`config.mk`:
```
export PLATFORM = sky130hd
export DESIGN_NAME = truth_table_sweeper
export DESIGN_NICKNAME = d
export VERILOG_FILES = /design/src/rtl/truth_table_sweeper.sv
export SDC_FILE = /design/constraint.sdc
export NUM_CORES = 1
export LEC_CHECK = 0
export CORE_MARGIN = 2
export CORE_UTILIZATION = 33
export CTS_CLUSTER_SIZE = 28
export DETAILED_ROUTE_END_ITERATION = 12
export DONT_BUFFER_PORTS = 1
export GPL_TIMING_DRIVEN = 0
export PLACE_DENSITY_LB_ADDON = 0.12
export SLEW_MARGIN = 20
export SYNTH_ARGS = -nofsm -noshare
export SYNTH_HDL_FRONTEND = slang
export SYNTH_SLANG_ARGS = --single-unit
```
`constraint.sdc`:
```
create_clock -name clk -period 7.3 [get_ports clk]
set_input_delay 0.73 -clock clk [delete_from_list [all_inputs] [get_ports clk]]
set_output_delay 0.73 -clock clk [all_outputs]
set_load 0.05 [all_outputs]
```
`src/rtl/truth_table_sweeper.sv`:
```
// Sweeps all 2**NUM_IN input vectors through an external combinational stage,
// captures its truth table and ones count, and compares against a golden table.
module truth_table_sweeper #(
    parameter int NUM_IN        = 5,
    parameter int SETTLE_CYCLES = 0
) (
    input  logic                     clk,
    input  logic                     rst,
    input  logic                     start,
    input  logic                     f_in,
    input  logic [(2**NUM_IN)-1:0]   expected_tt,
    output logic [NUM_IN-1:0]        abcde,
    output logic                     busy,
    output logic                     done,
    output logic [(2**NUM_IN)-1:0]   truth_table,
    output logic [NUM_IN:0]          ones_count,
    output logic                     match
);
    localparam int TT_W = 2**NUM_IN;
    localparam logic [3:0] SETTLE_RELOAD =
        (SETTLE_CYCLES == 0) ? 4'd0 : 4'(SETTLE_CYCLES - 1);
    localparam logic [NUM_IN-1:0] LAST_VEC = NUM_IN'(TT_W - 1);

    typedef enum logic [1:0] {IDLE, SETTLE, SAMPLE, DONE} state_t;

    state_t            state, state_n;
    logic [3:0]        settle_cnt;
    logic [TT_W-1:0]   exp_q;
    logic [TT_W-1:0]   tt_next;
    logic              start_acc;
    logic              smp;
    logic              last_vec;

    always_ff @(posedge clk) begin
        if (rst) state <= IDLE;
        else     state <= state_n;
    end

    always_comb begin
        state_n   = state;
        start_acc = 1'b0;
        smp       = 1'b0;
        last_vec  = (abcde == LAST_VEC);
        busy      = (state == SETTLE) || (state == SAMPLE);
        done      = (state == DONE);
        tt_next   = truth_table;
        tt_next[abcde] = f_in;
        case (state)
            IDLE: begin
                if (start) begin
                    start_acc = 1'b1;
                    state_n   = (SETTLE_CYCLES == 0) ? SAMPLE : SETTLE;
                end
            end
            SETTLE: begin
                if (settle_cnt == 4'd0) state_n = SAMPLE;
            end
            SAMPLE: begin
                smp = 1'b1;
                if (last_vec)                 state_n = DONE;
                else if (SETTLE_CYCLES == 0)  state_n = SAMPLE;
                else                          state_n = SETTLE;
            end
            DONE:    state_n = IDLE;
            default: state_n = IDLE;
        endcase
    end

    always_ff @(posedge clk) begin
        if (rst) begin
            abcde       <= '0;
            truth_table <= '0;
            ones_count  <= '0;
            settle_cnt  <= '0;
            exp_q       <= '0;
            match       <= 1'b0;
        end else if (start_acc) begin
            abcde       <= '0;
            truth_table <= '0;
            ones_count  <= '0;
            match       <= 1'b0;
            exp_q       <= expected_tt;
            settle_cnt  <= SETTLE_RELOAD;
        end else if (smp) begin
            truth_table <= tt_next;
            ones_count  <= ones_count + {{NUM_IN{1'b0}}, f_in};
            // Compare against the table including the bit being written this edge.
            if (last_vec) begin
                match <= (tt_next == exp_q);
            end else begin
                abcde      <= abcde + NUM_IN'(1);
                settle_cnt <= SETTLE_RELOAD;
            end
        end else if (state == SETTLE) begin
            if (settle_cnt != 4'd0) settle_cnt <= settle_cnt - 4'd1;
        end else if (state == DONE) begin
            abcde <= '0;
        end
    end

endmodule

```
# Yosys cells after proc, flatten, opt, wreduce, memory -nomap -nowiden
# Cells that the tools add are included.
totals:
  inputBits: 36
  ff_bits: 82
  output_inout_bits: 46
  word_cells: 52
classes:
  add_sub_neg: 3
  n_lt_le_gt_ge: 2
  n_reduce_logical: 13
  mux: 18
  eq_ne: 9
ops:
  columns: ["cell", "count"]
  rows:
  - ["$bwmux 32", 1]
  - ["$eq 32x32->1", 1]
  - ["$mux 5", 4]
  - ["$mux 4", 4]
  - ["$ne 2x2->1 const B", 4]
  - ["$pmux 2 s4", 1]
  - ["$add 6x1->6", 1]
  - ["$lt 5x6->1 const B", 1]
  - ["$reduce_and 3->1", 2]
  - ["$reduce_bool 2->1", 3]
  - ["$add 5x1->5 const B", 1]
  - ["$demux 1 s5", 1]
  - ["$eq 5x5->1 const B", 1]
  - ["$ge 5x1->1 const B", 1]
  - ["$mux 1", 5]
  - ["$eq 2x2->1 const B", 2]
  - ["$logic_not 4->1", 1]
  - ["$mux 2", 2]
  - ["$reduce_and 2->1", 2]
  - ["$reduce_bool 4->1", 1]
  - ["$sub 4x1->4 const B", 1]
  - ["$eq 2x1->1 const B", 1]
  - ["$logic_not 2->1", 1]
  - ["$reduce_or 2->1", 1]
  - ["other kinds (2)", 2]

# Depth between registers and ports, before layout
depth:
  word_depth: 6
  ltp_mapped: 11
  ltp_nobuf: 9

# Worst setup path before layout
# OpenSTA, ideal clock, no wires.
synth_path:
  path_type: "reg-to-reg"
  startpoint: "reg abcde[3]"
  endpoint: "reg match"
  required_time_ns: 7.227
  stages_incl_launch_ff: 12
  period_less_slack_ns: 3.171
  path_slack_ns: 4.129
  arrival_ns: 3.098
  path_cell_list: "dfxtp_1 > buf_4 > buf_2 > buf_1 > and3_1 > ha_1 > nand2_1 > nor3_1 > o2111ai_1 > or4_1 > or4_1 > o22ai_2"
synth_between:
  elab_chain_cells: 6
synth_rtl:
  columns: ["item", "line", "text"]
  rows:
  - ["start: declaration", "12", "output logic [NUM_IN-1:0] abcde,"]
  - ["start signal: assignment", "91", "abcde <= abcde + NUM_IN'(1);"]
  - ["$lt 5x6->1 (implied by the code) or $ge 5x1->1 (tied branches)", "47", "tt_next[abcde] = f_in;"]
  - ["$logic_and 1x1->1 (implied by the code)", "47", null]
  - ["$mux 1 (implied by the code)", "47", null]
  - ["$demux 1 s5", "47", null]
  - ["$bwmux 32", "47", null]
  - ["$eq 32x32->1", "89", "match <= (tt_next == exp_q);"]
  - ["end signal: assignment", "89", null]
  - ["end: declaration", "17", "output logic match"]
# Several ways; a longest one is shown, not always the timed one.
# A chain may end at the register's enable or synchronous reset.

# Worst setup path after layout
# Ends and elaborated chain as after synthesis.

==> results.md <==
* 3,919 — vias in the first global route
* reg2reg — path category of the worst min-delay check
* 0 — max-capacitance violation count
* 9.5% — part of the total power dissipated in combinational logic
* 82 — register bit total from synthesis
* 21.5% — all-layer global routing usage
* 5010 um^2 — finished layout cell area
* 4710 um^2 — placed cell areas
* 121 um — Vert. Die Dim
* 46.0% — sequential cell fraction of total power
* exp_q[19] — start point of the worst hold path
* 36.6% — top-area cell type share of the netlist area
* 0.916 — routability cong.
* sky130_fd_sc_hd__dfxtp_1 — worst-path cell with the longest stage delay
* 10 — maximum fanout along the worst path
* sky130_fd_sc_hd__dfxtp_1 (37%), sky130_fd_sc_hd__mux2i_1 (9.8%), sky130_fd_sc_hd__nand2_1 (7.2%), sky130_fd_sc_hd__a21oi_1 (6.8%), sky130_fd_sc_hd__nor2_1 (5.1%) — dominant cells by area after synthesis
* 3 — H-tree level count
* 0 — number of enable flip-flop cells after synthesis
* sky130_fd_sc_hd__clkbuf_16 — Clk Tree Root Cell
* 0 — final count of hold timing violations
* no — unrepaired setup endpoints after global routing
* 13 — largest net degree at the start of global routing
* reg2reg — kind of critical path
* 23.2 mm — wire length of the first global-routing pass
* 11.6% — synthesis-to-layout area growth
* 3 — Buf+Inv Stages, Crit Path
* 11.6 mm — Final HPWL DP
* 9 — clock buffers created by TritonCTS
* 3.93 ns — time the final worst path needs with I/O delays and setup
* 4.27% — share of cells above drive strength 1
* 82 — number of clock sinks
* register — startpoint type of the worst setup path
* 4490 um^2 — total standard cell area after synthesis
* 53.9% — final critical-path share of the clock period
* buf_4 > buf_2 > buf_1 > and3_1 > ha_1 > nand2_1 > nor3_1 > o2111ai_1 > or4_1 > or4_1 > o22ai_2 — cells traversed along the worst timing path
* 0.0102 ns — setup skew after layout
* 0.266 mW — power dissipated by switching net loads
* 0 — Overflow after GRT
* simple AND/OR/NAND/NOR gates — cell family with most CP delay
* 7.87 um^2 — per-instance average area after synthesis
* 0 — number of antenna repair diodes
* 0 — number of setup violations in the final report
* 82 — number of top-level pins
* 621 — net count after synthesis
* sky130_fd_sc_hd__or4_1 — cell occurring most often along the worst timing path
* 0 — pins over their slew limit
* 0.82 ns — delay of the slowest critical-path stage
* 0 ns — sum of negative setup slack
* abcde[3] — launching point of the worst reg2reg path
* 0 — DRC violation count after routing
* 0.0000939 V — Peak supply drop
* 25.5% — fraction of power spent switching nets
* 5.33 — ratio of routed vias to standard cells
* 0 — total of cells resized after clock tree synthesis
* match — worst reg2reg path endpoint
* 372 — detailed router's first-iteration violation count
* 570 — cells after synthesis
* 13,200 um^2 — placeable core region
* 0.06 ns — clock transition at the registers of the reported paths
* sky130_fd_sc_hd__dfxtp_1 — most common flop cell mapped by yosys
* finished clean — status
* 4,065 — total number of vias
* 0 — number of nets still failing antenna checks after routing
* 15.3 mm — wire length reported by the detailed router
* 254 MHz — Peak Freq
* yes — clock tree from TritonCTS
* 42 — cell row count
* 20.1 um — Avg WL per Cell
* 11 — worst reg-to-reg path cell count
* 0% — async set-or-reset flop fraction in the synthesized netlist
* 14,500 um^2 — Die Footprint
* 0 — count of yosys warnings during synthesis
* 2 — number of buffers between clock root and the deepest sink
* 36.6% — share of the yosys chip area belonging to registers
* 0.872 ns — pin slew with the least headroom to its limit
* 121 um — die span in x
* 0 — cts-stage hold buffer count
* 5 — number of iterations in the first detailed-routing pass
* 44.5% — Clock Power Share
* 2 — hold depth
* 7.57 ns — required time of the critical path
* 1.66 nW — P_leak
* 208 nW/um^2 — cell area power density
* register — kind of end point of the critical path
* 0.35 ns — clock latency reported for the late side of the worst-skew pair
* 632 — number of nets at the end of the flow
* 33.9% — initial cell density of the core
* 0 — initial antenna violation count
* 4.21 ns — data arrival time of the critical path
* 49 — distinct cell type count of the synthesized netlist
* 0.776 mW — internal power
* 41.8% — worst slew margin relative to its limit
* exp_q[19] — capture endpoint of the worst hold path
* 0 — number of buffer cells added on primary ports
* sky130_fd_sc_hd__dfxtp_1 — cell type with the highest aggregate area in the netlist
* 0 — Setup Buffers After CTS
* 3.37 ns — setup slack on the worst flop-to-flop path
## worst reg2reg max path, stage by stage (launching register included)
cell	delay [ns]
sky130_fd_sc_hd__dfxtp_1	0.82
sky130_fd_sc_hd__buf_4	0.30
sky130_fd_sc_hd__buf_2	0.26
sky130_fd_sc_hd__buf_1	0.41
sky130_fd_sc_hd__and3_1	0.24
sky130_fd_sc_hd__ha_1	0.20
sky130_fd_sc_hd__nand2_1	0.17
sky130_fd_sc_hd__nor3_1	0.22
sky130_fd_sc_hd__o2111ai_1	0.16
sky130_fd_sc_hd__or4_1	0.56
sky130_fd_sc_hd__or4_1	0.44
sky130_fd_sc_hd__o22ai_2	0.09
## cells in the mapped netlist (8+ instances only)
cell / count
sky130_fd_sc_hd__nand2_1: 86
sky130_fd_sc_hd__dfxtp_1: 82
sky130_fd_sc_hd__a21oi_1: 61
sky130_fd_sc_hd__nor2_1: 61
sky130_fd_sc_hd__mux2i_1: 44
sky130_fd_sc_hd__clkbuf_1: 30
sky130_fd_sc_hd__o21ai_0: 28
sky130_fd_sc_hd__nand3_1: 23
sky130_fd_sc_hd__nand4_1: 19
sky130_fd_sc_hd__xnor2_1: 18
sky130_fd_sc_hd__ha_1: 15
sky130_fd_sc_hd__nand2b_1: 12
sky130_fd_sc_hd__inv_1: 8
sky130_fd_sc_hd__nor2b_1: 8
sky130_fd_sc_hd__xor2_1: 8
## how the worst max path moves through the flow
stage               startpoint     to  depth (start not counted)
floorplan             abcde[3]  match                         11
global placement      abcde[3]  match                         11
detailed placement    abcde[3]  match                         11
CTS                   abcde[3]  match                         11
global route          abcde[3]  match                         11
finish                abcde[3]  match                         11
## area by class of cell
class | count | area (um^2)
multi-input cells | 439 | 2640
flip-flops and latches | 82 | 1640
clock inverters | 2 | 35.0
well taps | 176 | 220
inverters | 8 | 30.0
clock buffers | 14 | 264
fillers | 1435 | 8240
plain buffers | 41 | 176
## cell usage in the layout, fill, tap and decap left out, types with 18 or more instances in the layout
cell and n:
sky130_fd_sc_hd__nand3_1 23, sky130_fd_sc_hd__a21oi_1 61, sky130_fd_sc_hd__xnor2_1 18, sky130_fd_sc_hd__nand2_1 86, sky130_fd_sc_hd__dfxtp_1 82, sky130_fd_sc_hd__clkbuf_1 33
sky130_fd_sc_hd__mux2i_1 44, sky130_fd_sc_hd__nor2_1 61, sky130_fd_sc_hd__o21ai_0 28, sky130_fd_sc_hd__nand4_1 19
## metal layers
layer,GRT usage [%],wire length [um],up-vias
met3,5.61,1060,27
met4,10.1,469,0
met1,29.2,7260,1900
li1,-,-,2003
met2,31.6,6510,135
met5,0,0,-
## power groups by stage
stage | logic (mW) | clock network (mW) | registers (mW)
3_3_place_gp | 0.0965 | 0 | 0.489
5_1_grt | 0.109 | 0.494 | 0.481
3_5_place_dp | 0.0979 | 0 | 0.490
2_1_floorplan | 0.0703 | 0 | 0.484
6_report | 0.0987 | 0.464 | 0.480
4_1_cts | 0.0985 | 0.472 | 0.480
## metrics by stage
step                cells  total power, mW  worst slack, ns  utilization, %  hold WS (ns)
floorplan             570            0.554             4.13               -         0.448
global placement      746            0.586             3.38            35.5         0.461
detailed placement    746            0.588             3.39            35.5         0.460
CTS                   762             1.05             3.37            37.8         0.468
global route          762             1.09             3.16            37.8         0.481
finish                762             1.04             3.37            37.8         0.466
## cell families after synthesis
family                   after synthesis  share of synthesized area, %
AND/OR/NAND/NOR                      246                          26.2
AO/OA/AOI/OAI                        108                          13.5
flip-flops                            82                          36.6
buffers and inverters                 49                          4.60
multiplexers                          44                          9.82
XOR/XNOR                              26                          5.08
adder cells (fa/ha/maj)               15                          4.18
## state kept, by name (all words and copies together) (netlist names)
register and flops:
truth_table 32, state 2, ones_count 6, abcde 5, exp_q 32, settle_cnt 4
match 1
Note: power is estimated with default switching activity, not from simulation.
==> RTL change, RTL diff (same flow settings) <==
`SETTLE_CYCLES`: 0 -> 1.
--- a/src/rtl/truth_table_sweeper.sv
+++ b/src/rtl/truth_table_sweeper.sv
@@ -2,7 +2,7 @@
 // captures its truth table and ones count, and compares against a golden table.
 module truth_table_sweeper #(
     parameter int NUM_IN        = 5,
-    parameter int SETTLE_CYCLES = 0
+    parameter int SETTLE_CYCLES = 1
 ) (
     input  logic                     clk,
     input  logic                     rst,
Formal check against the unedited RTL: not equivalent (a bounded check fails within 4 cycles, from zero or initial values and one cycle with rst high).
==> RTL change against the original RTL <==
Synthesized area shrank 1.5%; worst setup slack gained 0.58 ns; sequential cell count is the same; wire length shrank 0.95%; final area shrank 0.12%; via count grew 1.4%; fmax grew 17%; first-iteration DRC count shrank 4.0%.
Power is not compared: it rests on default switching activity, and its combinational part moved more than twofold at a synthesized area within 25%.
==> RTL change: results (changes against the original RTL) <==
* Final hold slack at 0.4706 ns (was 0.4656 ns)
* Synth top area cells: dfxtp_1 37%, a21oi_1 8.2%, nand2_1 8.1%, mux2i_1 6.8%, o21ai_0 4.4% (was dfxtp_1 37%, mux2i_1 9.8%, nand2_1 7.2%, a21oi_1 6.8%, nor2_1 5.1%)
* Layout net count at 626 (was 632)
* CP arrival at 3.63 ns (was 4.21 ns)
* DP Cell Count at 740 (was 746)
* Total Power at 1446 uW
* Total track usage at 21.92% (was 21.51%)
* HPWL Detailed at 11600 um (about the same)
* Non-CTS inverters at 9 (was 8)
* Critical Path Max Stage Delay at 0.77 ns (was 0.82 ns)
* Peak fanout along the critical path at 8 (was 10)
* Cell variety after synth at 39 (was 49)
* Status: complete, no violations (unchanged)
* First-pass GRT wire length at 23600 um (was 23240 um)
* Routed WL at 15160 um (was 15310 um)
* Vias in the first global route at 3991 (was 3919)
* Final WS setup at 3.951 ns (was 3.367 ns)
* Placed cell area at 0.004639 mm^2 (was 0.004707 mm^2)
* Share of layout cells above drive strength 1 at 4.483% (was 4.266%)
* Mapped Nets at 615 (was 621)
* Register area share after synthesis at 37.15% (was 36.59%)
* Post-synthesis mux area share at 6.795% (was 9.816%)
* NonClk Buf Share at 3.929% (was 3.524%)
* Largest net degree at the start of global routing at 15 (was 13)
* Multi-input gate area in the final layout at 0.002547 mm^2 (was 0.002639 mm^2)
* Nonclk buf count at 42 (was 41)
* Core ar. at 0.01314 mm^2 (was 0.01324 mm^2)
## RTL change: cell count changes in the layout (fill, tap and decap cells not counted), sizes merged, moves of 3 or more
cell    unedited run  this run
a21oi             61        72
nor4bb             0         3
xor2               8        12
nand2b            12         6
nand2             86        95
nand3             23        28
clkbuf            44        41
o21ai             29        40
nand3b             4         1
nor4b              0         3
nor2              62        30
mux2i             44        30
## RTL change: path summary, 6_finish.rpt
| path | cells after the start | start | end |
|---|---|---|---|
| setup / recovery | 8 | abcde[1] | match |
| hold / removal | 2 | exp_q[7] | exp_q[7] |
| setup reg to reg | 8 | abcde[1] | match |
| hold reg to reg | 2 | exp_q[7] | exp_q[7] |
## RTL change: metal layers
| metal | vias to the layer above | share of wire, % | global-route usage, % |
|---|---|---|---|
| met1 | 1941 | 44 | 29.12 |
| met5 | - | 0 | 0 |
| met4 | 0 | 2.4 | 8.015 |
| li1 | 1985 | - | - |
| met2 | 173 | 44 | 32.96 |
| met3 | 22 | 10 | 7.462 |
